[config.mk]
export PLATFORM = sky130hd
export DESIGN_NAME = port_allocator
export DESIGN_NICKNAME = d
export VERILOG_FILES = /design/src/rtl/noc_pkg.sv /design/src/rtl/rr_picker.sv /design/src/rtl/port_allocator.sv
export SDC_FILE = /design/constraint.sdc
export NUM_CORES = 1
export LEC_CHECK = 0
export BUFFER_PORTS_ARGS = -buffer_cell sky130_fd_sc_hd__buf_2
export CAP_MARGIN = 20
export CORE_UTILIZATION = 40
export CTS_CLUSTER_DIAMETER = 50
export CTS_CLUSTER_SIZE = 16
export DETAILED_ROUTE_END_ITERATION = 12
export HOLD_SLACK_MARGIN = 0.03
export PLACE_DENSITY = 0.77
export SLEW_MARGIN = 0
export SYNTH_ARGS = -nofsm -noshare
export SYNTH_HDL_FRONTEND = slang
export SYNTH_SLANG_ARGS = --single-unit
[constraint.sdc]
create_clock -name clk -period 4.8 [get_ports clk]
set_clock_uncertainty 0.2 [all_clocks]
set_input_delay 0.24 -clock clk [delete_from_list [all_inputs] [get_ports clk]]
set_output_delay 0.24 -clock clk [all_outputs]
set_load 0.05 [all_outputs]
[src/rtl/noc_pkg.sv]
// noc_pkg: shared port indices, crossbar select encoding and allocator state type
package noc_pkg;
    localparam int NUM_PORTS = 5;
    typedef enum logic [2:0] {PORT_N = 3'd0, PORT_S, PORT_E, PORT_W, PORT_L} port_e;
    localparam logic [2:0] PORT_SEL_NONE = 3'b111;
    typedef enum logic [1:0] {IDLE, ACTIVE, STALL} alloc_state_e;
endpackage

[src/rtl/rr_picker.sv]
// rr_picker: combinational rotating-priority search, first eligible index at or after ptr_i
module rr_picker #(
    parameter int N  = 5,
    parameter int IW = 3
) (
    input  logic [N-1:0]  elig_i,
    input  logic [IW-1:0] ptr_i,
    output logic          valid_o,
    output logic [IW-1:0] idx_o
);
    localparam logic [IW:0] NL = (IW + 1)'(N);
    logic [N-1:0]  rot;
    logic [IW-1:0] off;
    logic [IW:0]   sum;
    // rotate so ptr_i lands on bit 0, take the lowest set bit, then rotate the offset back
    always_comb begin
        rot = N'({elig_i, elig_i} >> ptr_i);
        off = '0;
        for (int o = N - 1; o >= 0; o--) off = rot[o] ? IW'(o) : off;
        sum = {1'b0, ptr_i} + {1'b0, off};
        valid_o = |elig_i;
        idx_o = (sum >= NL) ? IW'(sum - NL) : IW'(sum);
    end
endmodule

[src/rtl/port_allocator.sv]
// port_allocator: credit-gated round-robin output port allocator (optional grant counter: PORT_ALLOC_STATS_EN)
module port_allocator
    import noc_pkg::*;
#(
    parameter int NUM_REQ      = NUM_PORTS,
    parameter int CREDIT_DEPTH = 4
) (
    input  logic                              clk,
    input  logic                              rst,
    input  logic [NUM_REQ-1:0]                req_i,
    input  logic                              credit_inc_i,
    output logic [NUM_REQ-1:0]                grant_o,
    output logic [NUM_REQ-1:0]                pop_o,
    output logic [2:0]                        port_sel_o,
    output logic                              send_en_o,
    output logic                              full_o,
    output logic [$clog2(CREDIT_DEPTH+1)-1:0] credits_o,
    output logic [15:0]                       stat_sent_o
);
    localparam int CW = $clog2(CREDIT_DEPTH + 1);
    localparam int IW = (NUM_REQ > 1) ? $clog2(NUM_REQ) : 1;
    logic [NUM_REQ-1:0] grant_q, grant_d, elig;
    logic [2:0]         sel_q, sel_d;
    logic [CW-1:0]      credits_q, credits_d;
    logic [IW-1:0]      rr_q, rr_d, pick_idx;
    logic               pick_valid, started_q, gnt;
    alloc_state_e       state_q, state_d;

    // a head already popped this cycle must not be granted again
    assign elig = req_i & ~grant_q;

    rr_picker #(.N(NUM_REQ), .IW(IW)) u_pick (
        .elig_i (elig),
        .ptr_i  (rr_q),
        .valid_o(pick_valid),
        .idx_o  (pick_idx)
    );

    // a credit returning this edge may be spent immediately; the first edge after reset never grants
    assign gnt = pick_valid && started_q && (credits_q != '0 || credit_inc_i);

    // next-state: grant, select, pointer, credits and FSM state
    always_comb begin
        grant_d   = gnt ? NUM_REQ'(1) << pick_idx : '0;
        sel_d     = gnt ? 3'(pick_idx) : PORT_SEL_NONE;
        rr_d      = !gnt ? rr_q : (pick_idx == IW'(NUM_REQ - 1)) ? '0 : pick_idx + 1'b1;
        credits_d = (credit_inc_i && !gnt && credits_q == CW'(CREDIT_DEPTH)) ? credits_q
                  : credits_q + CW'(credit_inc_i) - CW'(gnt);
        state_d   = gnt ? ACTIVE : (|elig && credits_q == '0) ? STALL : IDLE;
    end

    // state registers with asynchronous active-low clear
    always_ff @(posedge clk or negedge rst) begin
        if (!rst) begin
            grant_q   <= '0;
            sel_q     <= PORT_SEL_NONE;
            credits_q <= CW'(CREDIT_DEPTH);
            rr_q      <= '0;
            started_q <= 1'b0;
            state_q   <= IDLE;
        end else begin
            grant_q   <= grant_d;
            sel_q     <= sel_d;
            credits_q <= credits_d;
            rr_q      <= rr_d;
            started_q <= 1'b1;
            state_q   <= state_d;
        end
    end

`ifdef PORT_ALLOC_STATS_EN
    logic [15:0] stat_q;
    // saturating count of issued grants
    always_ff @(posedge clk or negedge rst) begin
        if (!rst) stat_q <= '0;
        else      stat_q <= (gnt && stat_q != 16'hFFFF) ? stat_q + 16'd1 : stat_q;
    end
    assign stat_sent_o = stat_q;
`else
    assign stat_sent_o = '0;
`endif

    assign grant_o    = grant_q;
    assign pop_o      = grant_q;
    assign port_sel_o = sel_q;
    assign send_en_o  = (state_q == ACTIVE);
    assign full_o     = (credits_q == '0);
    assign credits_o  = credits_q;
endmodule

=== Word level (Yosys, flattened, before mapping) ===
Cells that the tools add are included.

* Bits in registers: 17
* Input bits: 8
* Output and inout bits: 34
* Logic and storage cells: 40

* Add/subtract/negate cells: 5
* Order comparisons: 1
* Equality and inequality tests: 3
* Shift-type cells: 2
* Muxes and demuxes: 11
* Bitwise logic cells: 2
* Reductions and logical operators: 10

{| class="wikitable"
|+ Operators by type and width
! operator !! count
|-
| two-way mux 3 bit || 8
|-
| right shift 10 x 3 -> 5 bit || 1
|-
| == test 3 bit (second input constant) || 2
|-
| AND 5 bit || 1
|-
| logical AND 1 bit || 5
|-
| two-way mux 5 bit || 1
|-
| inverter 5 bit || 1
|-
| OR reduction 5 bit || 1
|-
| left shift 1 x 3 -> 5 bit (first input constant) || 1
|-
| adder 3 x 3 -> 4 bit || 1
|-
| greater-or-equal comparator 4 x 3 -> 1 bit (second input constant) || 1
|-
| two-way mux 2 bit || 2
|-
| adder 3 x 1 -> 3 bit || 1
|-
| adder 3 x 1 -> 3 bit (second input constant) || 1
|-
| logical NOT 3 bit || 1
|-
| nonzero test 3 bit || 1
|-
| subtractor 3 x 1 -> 3 bit || 1
|-
| subtractor 3 bit (second input constant) || 1
|-
| == test 2 x 1 -> 1 bit (second input constant) || 1
|-
| logical NOT 1 bit || 1
|-
| logical OR 1 bit || 1
|}

=== Longest topological paths before layout ===
* Depth after elaboration: 13
* Mapped depth: 16
* Depth with buffers taken out: 16

=== By module ===
From an unflattened synthesis, not the netlist that was laid out.

* Cell total of the unflattened synthesis: 155
* Area total of the unflattened synthesis: 1476.4 um2

{| class="wikitable"
|+ By module, submodules not included
! module !! times used !! cells an instance !! area an instance (um2) !! sequential area each (um2)
|-
| port_allocator || 1 || 90 || 962.2 || 430.4
|-
| rr_picker || 1 || 65 || 514.2 || 0.0
|}

=== Worst setup path before layout ===
OpenSTA, ideal clock, no wires.

* Path type: reg-to-reg
* Start point: reg grant_q[2], in the netlist grant_o[2]
* End point: reg rr_q[1]
* Setup time: 0.125 ns
* Data arrival time: 3.773 ns
* Data required time: 4.475 ns
* Setup slack: 0.702 ns
* Stages on the path, launching flop included: 16
* Buffers on the path: 0
* Clock period less this slack: 4.098 ns
* Path through: dfrtp_1 > nand2b_1 > mux2i_1 > mux2i_1 > mux2_2 > a21oi_1 > a211oi_1 > ha_1 > fa_1 > inv_1 > ha_1 > nand2b_1 > a221oi_4 > mux2_4 > xnor2_1 > mux2_4

* Word-level cells in the longest chain between the ends: 13
* Elaborated cells on any way between the ends: 18
* Those cells by class: add/sub: 3; order compare: 1; eq/ne: 1; shift: 1; mux: 7; bitwise: 2; reduce/logical: 3

{| class="wikitable"
|+ RTL lines
! item !! line !! text
|-
| start: declaration || port_allocator.sv:22 || <nowiki>logic [NUM_REQ-1:0] grant_q, grant_d, elig;</nowiki>
|-
| start signal: assignment || port_allocator.sv:62 || <nowiki>grant_q <= grant_d;</nowiki>
|-
| inverter 5 bit * || port_allocator.sv:30 || <nowiki>assign elig = req_i & ~grant_q;</nowiki>
|-
| AND 5 bit * || port_allocator.sv:30 ||
|-
| right shift 10 x 3 -> 5 bit || rr_picker.sv:17 || <nowiki>rot = N'({elig_i, elig_i} >> ptr_i);</nowiki>
|-
| two-way mux 3 bit (5 in a row) || rr_picker.sv:19 || <nowiki>for (int o = N - 1; o >= 0; o--) off = rot[o] ? IW'(o) : off;</nowiki>
|-
| adder 3 x 3 -> 4 bit || rr_picker.sv:20 || <nowiki>sum = {1'b0, ptr_i} + {1'b0, off};</nowiki>
|-
| greater-or-equal comparator 4 x 3 -> 1 bit or subtractor 3 bit (tied branches) || rr_picker.sv:22 || <nowiki>idx_o = (sum >= NL) ? IW'(sum - NL) : IW'(sum);</nowiki>
|-
| two-way mux 3 bit || rr_picker.sv:22 ||
|-
| adder 3 x 1 -> 3 bit or == test 3 bit (tied branches) || port_allocator.sv:46 || <nowiki>rr_d = !gnt ? rr_q : (pick_idx == IW'(NUM_REQ - 1)) ? '0 : pick_idx + 1'b1;</nowiki>
|-
| two-way mux 3 bit || port_allocator.sv:46 ||
|-
| end signal: assignment || port_allocator.sv:65 || <nowiki>rr_q <= rr_d;</nowiki>
|-
| end: declaration || port_allocator.sv:25 || <nowiki>logic [IW-1:0] rr_q, rr_d, pick_idx;</nowiki>
|}

Mark *: on every way between the ends. The rest lies on a longest branch, timed or not.
A chain may end at the register's enable or synchronous reset.

=== Final worst setup path ===
* Start point: reg rr_q[0]
* End point: reg rr_q[2]

* Word-level cells in the longest chain between the ends: 11
* Elaborated cells on any way between the ends: 13
* Those cells by class: add/sub: 3; order compare: 1; eq/ne: 1; shift: 1; mux: 7

{| class="wikitable"
|+ RTL lines
! item !! line
|-
| right shift 10 x 3 -> 5 bit || rr_picker.sv:17
|-
| two-way mux 3 bit (5 in a row) || rr_picker.sv:19
|-
| adder 3 x 3 -> 4 bit * || rr_picker.sv:20
|-
| greater-or-equal comparator 4 x 3 -> 1 bit or subtractor 3 bit (tied branches) || rr_picker.sv:22
|-
| two-way mux 3 bit * || rr_picker.sv:22
|-
| adder 3 x 1 -> 3 bit or == test 3 bit (tied branches) || port_allocator.sv:46
|-
| two-way mux 3 bit * || port_allocator.sv:46
|}

Marks and branches as above.

==> impl.org <==
** Status
- Status :: complete, no violations

** Setup path
- Data arrival time of the worst path :: around 4.3 ns
- In this run the worst path has a maximum fanout of 9.
- The startpoint identified for the worst register-to-register timing path is rr_q[0].
- The worst setup path is captured at a register.
- The endpoint identified for the worst register-to-register timing path is rr_q[2].
- Required arrival time at the worst endpoint :: 4.74 ns
- Depth of the most critical reg-to-reg path :: 15
- Slack of the worst reg-to-reg path :: 0.46 ns
- Startpoint class of the critical path :: register
- The setup path with the least slack is of type reg -> reg.

** Detailed routing
- Before antenna repair, the detailed router went through 4 iterations.
- After detailed routing, the number of vias per cell comes to around 4.7.
- After detailed routing, the average wire length per cell comes to roughly 11 um.
- For this block, the routed nets add up to ~2200 um of wire.
- After the first detailed-routing iteration, the DRC count stood at 24.
- DR vias :: 960
- Final ANT Viol Nets :: 0
- Drt drc :: 0

** Floorplanning
- The floorplan has 20 rows.
- The total area inside the core boundary comes to approximately 0.0031 mm^2.
- The die covers 0.00360 mm^2.
- In this run the vertical extent of the chip is approximately 60 um.
- During I/O placement, the number of pins put on the boundary was between 40 and 50.
- Once the floorplan was initialized, standard cells occupied between 40% and 50% of the core.
- The floorplan step set the die width to ~60 um.

** Flow run
- Max-cap violations in this run came to 0.

** Clock tree
- TritonCTS built the clock tree.
- CTS built an H-tree with a depth of 1.
- After clock tree synthesis, the clock-pin slew on the worst setup and hold paths is around 0.10 ns.
- At the later pin of the worst-skew pair, clock insertion delay measures around 0.29 ns.
- Once the clock tree was built, the setup fixing pass inserted 0 buffers.
- CTS Sinks :: 17
- Number of CTS-inserted buffers :: 3
- Buffers from clock root to sink, at most :: 2
- Clk Tree Root Cell :: clkbuf_4

** Timing
- Summed negative setup slack over all endpoints :: 0 ns
- Unrepaired setup endpoints after global routing :: no
- Max Transition Viols Final :: 0
- Least setup slack across all paths after layout :: roughly 0.46 ns
- Setup violations, final :: 0
- Max-slew headroom :: a little under half
- Count of final hold-check violations :: 0
- Clock period minus worst slack :: roughly 4.3 ns
- Actual transition at the worst max-transition pin :: between 0.7 and 0.8 ns
- After layout, the worst path uses about 90% of the clock period.
- FMAX :: around 0.23 GHz

** Global routing
- The via count of the first global-routing pass was a little over 800.
- GRT Total Usage :: approximately an eighth
- Pin count of the biggest net entering global routing :: 18
- Residual overflow from global routing :: 0
- The number of antenna violations at the first check in global routing is 0.
- The first global-routing pass estimated ~3500 um of wire.

** Finish
- Area of combinational cells with multiple inputs :: ~780 um^2
- From synthesis to final layout, the design area changed by 7.44%.
- Area occupied by registers :: between 400 and 500 um^2
- Of the cells placed in the final design, the portion with a size suffix greater than 1 is about a quarter.
- Number of diodes :: 0
- The finished layout holds 204 standard cells, fillers aside.
- Fillcell total :: roughly 300
- Number of nets in the final layout :: 178

** Place
- Counting tap cells, the placed design contains a total of just under 200 instances.
- Post-placement setup slack :: 0.481 ns
- Number of buffers inserted by port buffering :: 25
- After legalization and detailed placement, the total HPWL measured 1700 um.
- Weighted congestion reported at the end of routability-driven placement :: slightly below 0.8

** Yosys
- Seq cells post-synth :: 17
- Async S/R FF share, synth :: 100%
- Fraction of the yosys area taken by sequential cells :: a little under a third
- After synthesis, the netlist uses 35 different library cells.
- A synthesized cell averages approximately 9.6 um^2.
- Number of standard cells after synthesis :: 140
- During synthesis, Yosys emitted a total of 0 warnings.
- For this run, the leading register cell type out of synthesis is dfrtp_1.
- Number of enable flip-flop cells after synthesis :: 0
- Mapped cell area :: ~0.0013 mm^2

** Hold path
- Startpoint of the worst hold path :: credit_inc_i
- Worst min-delay path endpoint :: credits_o[2]
- The worst hold path was traced through 3 stages.
- Classification of the worst-slack hold path :: in -> reg
-- worst max-delay path, stage by stage, from the launching register on --
cell and delay, ns:
dfrtp_1 0.60, mux2i_1 0.36, mux2i_1 0.16, o21ai_0 0.28
a21oi_1 0.11, a211oi_1 0.22, ha_1 0.23, fa_1 0.41
inv_1 0.13, ha_1 0.25, nand2b_1 0.12, a221oi_4 0.40
mux2i_1 0.38, xnor2_1 0.11, a21oi_1 0.15, a21oi_1 0.08
-- area by class of cell --
class / count / share of cell area [%]
Multi-Input combinational cell: 107 / 53.6
Sequential cell: 17 / 29.8
Timing Repair Buffer: 26 / 9.34
Tap cell: 44 / 3.81
Clock buffer: 3 / 1.56
Inverter: 6 / 1.56
Clock inverter: 1 / 0.346
-- worst max path at each step --
stage,start,end,slack (ns),depth (start not counted)
finish,rr_q[0],rr_q[2],0.46,15
global route,rr_q[0],rr_q[2],0.06,15
CTS,rr_q[0],rr_q[2],0.47,15
detailed placement,rr_q[0],rr_q[2],0.48,15
global placement,rr_q[0],rr_q[1],0.61,14
floorplan,grant_o[2],rr_q[1],0.70,15
-- cell usage in the layout, fill, tap and decap left out, types with 2 or more instances in the layout --
cell	synthesis	final
a211oi_1	3	3
a21oi_1	4	4
buf_2	1	25
clkbuf_4	0	3
conb_1	2	17
dfrtp_1	13	13
dfstp_2	4	4
fa_1	2	2
ha_1	7	7
inv_1	6	6
mux2_2	3	3
mux2_4	2	2
mux2i_1	11	11
nand2_1	5	5
nand2b_1	7	7
nand3_1	2	2
nand3b_1	2	2
nand4_1	2	2
nor2_1	10	10
nor2b_1	4	4
nor3_1	3	3
o211ai_1	2	2
o21ai_0	7	7
xnor2_1	4	4
xor2_1	2	2
-- through the flow --
| stage | hold WS, ns | utilization, % | cell area, um^2 |
|---|---|---|---|
| 2_1_floorplan | -0.256 | - | 1400 |
| 3_3_place_gp | -0.0295 | 45.0 | 1410 |
| 3_5_place_dp | -0.0246 | 45.0 | 1410 |
| 4_1_cts | 0.0522 | 46.2 | 1450 |
| 5_1_grt | 0.0785 | 46.2 | 1450 |
| 6_report | 0.0613 | 46.2 | 1450 |
-- metal layers --
layer | vias to the layer above | track usage [%] | share of wire, %
met2 | 38 | 21.0 | 46
li1 | 481 | - | -
met1 | 439 | 17.8 | 48
met5 | - | 0 | 0
met4 | 0 | 2.99 | 0.59
met3 | 2 | 4.11 | 5.3
-- flip-flops by register name, summed over array words and instances (netlist names) --
name        flops
credits_o       3
rr_q            3
state_q         2
started_q       1
port_sel_o      3
grant_o         5
-- cell usage after synthesis, types with 3 or more instances --
cell type	instances	share of area [%]
mux2_2	3	2.5
o21ai_0	7	2.6
mux2i_1	11	8.2
a211oi_1	3	1.7
a21oi_1	4	1.5
nand2_1	5	1.4
nand2b_1	7	3.3
dfrtp_1	13	24
ha_1	7	6.5
dfstp_2	4	7.8
buf_4	21	12
inv_1	6	1.7
nor3_1	3	1.1
xnor2_1	4	2.6
nor2_1	10	2.8
nor2b_1	4	1.9
-- kinds of logic (layout without fill, tap and decap cells) --
family / Yosys count / after routing / share of synthesized area, %
AOI/OAI and AO/OA: 20 / 20 / 10.7
DFF: 17 / 17 / 32.0
xor gates and xnor gates: 7 / 7 / 5.11
muxes: 16 / 16 / 12.9
buffers and inverters: 31 / 36 / 14.6
and+or+nand+nor: 38 / 38 / 14.7
adders and majority gates: 9 / 9 / 9.48
other: 2 / 17 / 0.558
-- what timing repair did --
| action | in CTS | in global routing |
|---|---|---|
| endpoints found under the hold margin | 17 | 0 |
| gates resized for setup | 0 | 0 |
| hold buffers | 1 | 0 |
Power is not shown: default switching activity piles up to over one toggle a cycle in this logic, so the estimate is an artifact.
